$ cat src/rtl/alu_shift_sequencer.sv
// Multi-cycle shift unit: walks an operand through a left-shift step of up to 2**STEP_W-1
// positions per cycle; right shifts run on a bit-reversed copy and are reversed back on output.
module alu_shift_sequencer #(
   parameter int WIDTH  = 32,
   parameter int AMT_W  = 5,
   parameter int STEP_W = 3
) (
   input  logic             clk,
   input  logic             rst_n,
   input  logic             start_valid,
   output logic             start_ready,
   input  logic [WIDTH-1:0] op_a,
   input  logic [AMT_W-1:0] sh_amt,
   input  logic [1:0]       sh_op,
   output logic             res_valid,
   input  logic             res_ready,
   output logic [WIDTH-1:0] result,
   output logic             res_zero,
   output logic [1:0]       dbg_state_o
);

   // Handshakes: a transfer happens on a rising edge where valid && ready are both high;
   // the producer holds valid and its payload stable until that edge.

   typedef enum logic [1:0] {
      IDLE  = 2'd0,
      SHIFT = 2'd1,
      DONE  = 2'd2
   } state_t;

   localparam logic [AMT_W-1:0] MAX_STEP = AMT_W'((1 << STEP_W) - 1);
   localparam logic [1:0] OP_SRL = 2'b01;
   localparam logic [1:0] OP_SRA = 2'b10;

   state_t           state_q, state_d;
   logic [WIDTH-1:0] data_q, data_d;
   logic [AMT_W-1:0] rem_q, rem_d;
   logic             fill_q, fill_d;
   logic             rev_q, rev_d;
   logic             live_q;
   logic [AMT_W-1:0] step;
   logic             is_right;

   function automatic logic [WIDTH-1:0] bit_rev(input logic [WIDTH-1:0] v);
      logic [WIDTH-1:0] r;
      for (int i = 0; i < WIDTH; i++) r[i] = v[WIDTH-1-i];
      return r;
   endfunction

   // live_q keeps start_ready low until the first edge after reset is released.
   assign start_ready = live_q && (state_q == IDLE);
   assign res_valid   = (state_q == DONE);
   assign result      = rev_q ? bit_rev(data_q) : data_q;
   assign res_zero    = res_valid && (result == '0);
   assign dbg_state_o = state_q;
   assign is_right    = (sh_op == OP_SRL) || (sh_op == OP_SRA);
   assign step        = (rem_q > MAX_STEP) ? MAX_STEP : rem_q;

   always_comb begin
      state_d = state_q;
      data_d  = data_q;
      rem_d   = rem_q;
      fill_d  = fill_q;
      rev_d   = rev_q;
      case (state_q)
         IDLE: begin
            if (start_valid && start_ready) begin
               data_d  = is_right ? bit_rev(op_a) : op_a;
               rem_d   = sh_amt;
               fill_d  = (sh_op == OP_SRA) ? op_a[WIDTH-1] : 1'b0;
               rev_d   = is_right;
               state_d = (sh_amt == '0) ? DONE : SHIFT;
            end
         end
         SHIFT: begin
            // Vacated low bits take fill_q, which carries the sign for SRA.
            data_d = (data_q << step) | (fill_q ? ~({WIDTH{1'b1}} << step) : '0);
            rem_d  = rem_q - step;
            if (rem_q <= MAX_STEP) state_d = DONE;
         end
         DONE: begin
            if (res_ready) state_d = IDLE;
         end
         default: state_d = IDLE;
      endcase
   end

   always_ff @(posedge clk or negedge rst_n) begin
      if (!rst_n) begin
         state_q <= IDLE;
         data_q  <= '0;
         rem_q   <= '0;
         fill_q  <= 1'b0;
         rev_q   <= 1'b0;
         live_q  <= 1'b0;
      end else begin
         state_q <= state_d;
         data_q  <= data_d;
         rem_q   <= rem_d;
         fill_q  <= fill_d;
         rev_q   <= rev_d;
         live_q  <= 1'b1;
      end
   end

endmodule

$ cat config.mk
export PLATFORM = sky130hd
export DESIGN_NAME = alu_shift_sequencer
export DESIGN_NICKNAME = d
export VERILOG_FILES = /design/src/rtl/alu_shift_sequencer.sv
export SDC_FILE = /design/constraint.sdc
export NUM_CORES = 1
export LEC_CHECK = 0
export ABC_AREA = 0
export BUFFER_PORTS_ARGS = -buffer_cell sky130_fd_sc_hd__buf_2
export CORE_MARGIN = 1.5
export CORE_UTILIZATION = 40
export DETAILED_ROUTE_END_ITERATION = 6
export SETUP_SLACK_MARGIN = 0.2
export SYNTH_ARGS = -nofsm -noshare
export SYNTH_HDL_FRONTEND = slang
export SYNTH_SLANG_ARGS = --single-unit
$ cat constraint.sdc
create_clock -name clk -period 3.05 [get_ports clk]
set_input_delay 0.305 -clock clk [delete_from_list [all_inputs] [get_ports clk]]
set_output_delay 0.305 -clock clk [all_outputs]
set_load 0.05 [all_outputs]
[Yosys cells after proc, flatten, opt, wreduce, memory -nomap -nowiden]
Cells that the tools add are included.
Word-level totals
  flip-flop bits (word level): 42
  bits of input ports: 43
  output and inout port bits: 37
  word-level logic and storage cells: 45
Operators by class
  add/subtract/negate cells: 1
  $lt $le $gt $ge: 2
  equality and inequality tests: 7
  shifts and indexed selects: 2
  mux-type cells: 14
  bitwise operators: 2
  reduce and logical (&&, ||, !) cells: 11
Operator list (count)
  two-way mux 32 bit: 4
  one-hot mux 32 bit (2 select lines): 1
  zero test 32 bit: 1
  inverter 32 bit: 1
  OR 32 bit: 1
  << shifter 32 x 5 -> 32 bit: 1
  << shifter 32 x 5 -> 32 bit, first input constant: 1
  two-way mux 5 bit: 2
  one-hot mux 5 bit (2 select lines): 1
  two-way mux 2 bit: 4
  one-hot mux 2 bit (3 select lines): 1
  greater-than comparator 5 x 3 -> 1 bit, second input constant: 1
  <= comparator 5 x 3 -> 1 bit, second input constant: 1
  zero test 5 bit: 1
  subtractor 5 bit: 1
  == test 2 x 1 -> 1 bit, second input constant: 2
  == test 2 bit, second input constant: 2
  inequality test 2 x 1 -> 1 bit, second input constant: 2
  AND reduction 2 bit: 2
  logical AND 1 bit: 3
  AND reduction 3 bit: 1
  zero test 2 bit: 1
  inequality test 2 bit, second input constant: 1
  nonzero test 2 bit: 1
  2 further kinds: 2

[Longest topological paths before layout]
  depth after elaboration: 7
  mapped depth: 9
  gate-level depth less buffers: 6

[Least setup slack after synthesis]
No wires, ideal clock.
  path kind: register -> output
  start point: register rev_q
  end point: output res_zero
  arrival time: 2820 ps
  data required time: 2745 ps
  path slack: -75 ps
  stages on the path, launching flop included: 5
  path buffers: 1
  cells stage by stage: dfrtp_1 > buf_2 > mux2_2 > nor4_1 > nor4bb_1
On the way
  cells in the longest elaborated chain, start to end: 3
RTL lines
  from (decl): RTL line 39  | logic rev_q, rev_d;
  from (signal assigned): RTL line 101  | rev_q <= rev_d;
  two-way mux 32 bit: RTL line 53  | assign result = rev_q ? bit_rev(data_q) : data_q;
  net result[7]: RTL line 17  | output logic [WIDTH-1:0] result,
  zero test 32 bit: RTL line 54  | assign res_zero = res_valid && (result == '0);
  logical AND 1 bit: RTL line 54
  to (decl): RTL line 18  | output logic res_zero,
The timed path passes the listed nets, and every way through them passes these cells.

[Final worst setup path]
  start point: register rev_q
  end point: output res_zero
On the way
  cells in the longest elaborated chain, start to end: 3
RTL lines (RTL line)
  two-way mux 32 bit: 53
  zero test 32 bit: 54
  logical AND 1 bit: 54
No other way between the ends.

==> run summary <==
========================================================================================================
Area growth from synthesis to layout                                                               13.6%
Area fraction of the dominant cell type after synthesis                                            24.6%
CTS tree                                                                                            done
Gates resized, CTS repair                                                                              0
Cells taking the most area after synthesis                                                  dfrtp_1 (25%), mux2_2 (14%), o21ai_0 (7.2%)
Final estimated routing congestion in global placement                                             0.944
Post-Synthesis Mean Instance Area                                                              7.88 um^2
Slew Limit Headroom                                                                                30.1%
Min-Delay Path Class                                                                            in2async
Layout cell share with drive strength beyond 1                                                     28.8%
Synth warnings                                                                                         0
Area enclosed by the die boundary                                                             11300 um^2
Total number of vias                                                                                4768
Overall overflow remaining after global route                                                          0
Die width                                                                                         106 um
Cell row count                                                                                        37
Total number of nets in the final design                                                             630
Launch instance of the worst register-to-register path                                          rem_q[4]
DRT Wirelength                                                                                  15500 um
Worst setup SP type                                                                                 flop
Final worst clock skew                                                                         0.0117 ns
Vert. Die Dim                                                                                     106 um
Post-route DRC                                                                                         0
Clock net sink count                                                                                  42
Number of fillers in the final layout                                                               1041
Hold bufs inserted after CTS                                                                           0
Number of I/O port buffers                                                                            79
Post-CTS clock slew at the launch and capture registers of the worst setup and hold paths        0.09 ns
Average wire per cell in the routed design                                                       21.4 um
Post-Syn Nets                                                                                        586
Num ports                                                                                             80
Part of the Yosys area used for sequential elements                                                24.6%
RSZ-0062 raised after global routing                                                               false
Number of failing hold endpoints at the final stage                                                    0
First-pass GRT wire length                                                                      24800 um
Clock tree buffer depth                                                                                2
Core Footprint                                                                                10300 um^2
Antenna violations before repair                                                                       0
Transition time at the pin with the least slew margin                                            1.05 ns
Detail Placement HPWL                                                                           10500 um
Classification of the worst setup path                                                           reg2out
Violation count after the first detailed-route iteration                                             526
Post-synth top flop                                                                              dfrtp_1
Async set-or-reset flop fraction in the synthesized netlist                                         100%
Cells after Synth                                                                                    541
Highest clock rate                                                                             0.365 GHz
Number of setup buffers added after CTS                                                                0
Ratio of routed vias to standard cells                                                              6.60
Final critical path time including I/O delays and setup                                          2.74 ns
R2R Setup Slk                                                                                    0.85 ns
Count of inserted antenna diode cells                                                                  0
Max-cap violation count                                                                                0
Depth of the worst register-to-register path                                                           3
Overall routing resource usage                                                                     27.6%
Initial core utilization                                                                           41.3%
Result of the run                                                                           complete, no violations
H-tree levels                                                                                          2
Root Driver                                                                                     clkbuf_8
Critical path peak fanout                                                                             19
Summed negative setup slack over all endpoints                                                      0 ns
Length of the first detailed-routing pass in iterations                                                5
RR Endpoint                                                                                   data_q[26]
Final setup vio count                                                                                  0
Via count of the first global-routing pass                                                          4483
Count of unique library cells instantiated by Yosys                                                   52
Pin count of the biggest net entering global routing                                                  55
Flop and latch count out of synthesis                                                                 42
Worst endpoint data arrival time                                                                 2.44 ns
Category of the worst setup path capture point                                                output pin
Post-synth EDFFs                                                                                       0
Max-slew violation count                                                                               0
Final ANT Viol Nets                                                                                    0
Number of buffers inserted during clock tree synthesis                                                 5
Syn Std Cell Area                                                                              4270 um^2
Required time worst endpoint                                                                     2.74 ns
Clock Latency Late Sink                                                                          0.30 ns
Tcrit/Tclk final                                                                                   89.9%
Biggest area consumer among synthesized cells                                                    dfrtp_1
========================================================================================================
-- flip-flops by register name, summed over array words and instances, names as in the netlist --
register     cells
live_q           1
rem_q            5
data_q          32
dbg_state_o      2
rev_q            1
fill_q           1
-- Yosys cell counts, drive strengths merged, types with 15 or more instances --
master / instances
o21ai: 61
mux2: 53
dfrtp: 42
nor2: 37
nor4: 32
buf: 31
clkbuf: 31
a31oi: 29
nor2b: 28
nand3: 27
nand2: 24
o2111ai: 21
o22ai: 19
mux2i: 15
-- metrics by stage --
stage | std cells | hold WS (ns) | setup WS, ns | cell area [um^2] | util (%)
6_report | 722 | 0.185 | 0.307 | 4850 | 46.9
5_1_grt | 722 | 0.259 | 0.219 | 4850 | 46.9
4_1_cts | 722 | 0.205 | 0.331 | 4850 | 46.9
3_5_place_dp | 714 | 0.544 | 0.657 | 4740 | 45.9
3_3_place_gp | 714 | 0.547 | 0.702 | 4740 | 45.9
2_1_floorplan | 541 | 0.00941 | 0.453 | 4270 | -
-- layout make-up --
type	count	area (um^2)	share of cell area, %
well taps	136	170	3.51
flip-flops and latches	42	1050	21.7
repair buffers	99	558	11.5
clock inverters	2	37.5	0.775
inverters	4	15.0	0.310
clock buffers	6	72.6	1.50
multi-input cells	433	2940	60.7
-- routing by layer --
layer | GRT usage [%] | vias up | routed length, um
met2 | 42.4 | 286 | 6920
met5 | 0 | - | 0
met4 | 9.17 | 0 | 344
met3 | 3.92 | 24 | 1430
met1 | 39.7 | 2273 | 6770
li1 | - | 2185 | -
-- cell usage in the layout, fill, tap and decap left out, types with 2 or more instances in the layout --
cell and instances:
or2_2 2, o21ai_0 61, nor3_1 7, nor3_2 2, a31oi_1 29, o21bai_1 2
nand3b_1 2, a221o_1 2, nor2b_1 27, nand3_1 27, a211oi_1 9, o2111ai_1 21
clkbuf_8 5, nand2b_1 3, o211ai_1 4, buf_4 19, a21o_1 7, inv_1 4
ha_1 2, mux2_2 53, buf_2 79, nor2_1 37, nand2_1 24, o221ai_1 2
nor3b_1 3, nor4_1 32, dfrtp_1 41, mux2i_1 15, o22ai_1 19, a21oi_1 14
or3_1 4, a32oi_1 2, or4_1 2
-- how the worst max path moves through the flow --
stage                              start        to  slack, ns  cells past startpoint
after floorplan           dbg_state_o[1]  res_zero       0.45                      5
after CTS                          rev_q  res_zero       0.33                      5
after global routing               rev_q  res_zero       0.22                      5
after detailed placement           rev_q  res_zero       0.66                      5
after global placement             rev_q  res_zero       0.70                      5
final                              rev_q  res_zero       0.31                      5
-- worst max-delay path, cell delays in order, from the launching register on --
cell      delay, ns
dfrtp_1        0.84
buf_4          0.28
mux2_2         0.35
nor3_1         0.15
nor4bb_2       0.21
buf_2          0.30
-- cells by family (layout without fill, tap and decap cells) --
family                   Yosys count  count (layout)  synth area share, %
AO/OA/AOI/OAI                    182             182                 27.5
AND/OR/NAND/NOR                  179             179                 22.3
multiplexers                      69              69                 18.0
buffers and inverters             66             111                 6.86
flip-flops                        42              42                 24.6
adder cells (fa/ha/maj)            2               2                0.587
other                              1               1               0.0879
Power is left out: the tool's default activity adds up to more than one toggle a clock period on the data nets, which glitch-free logic cannot reach.
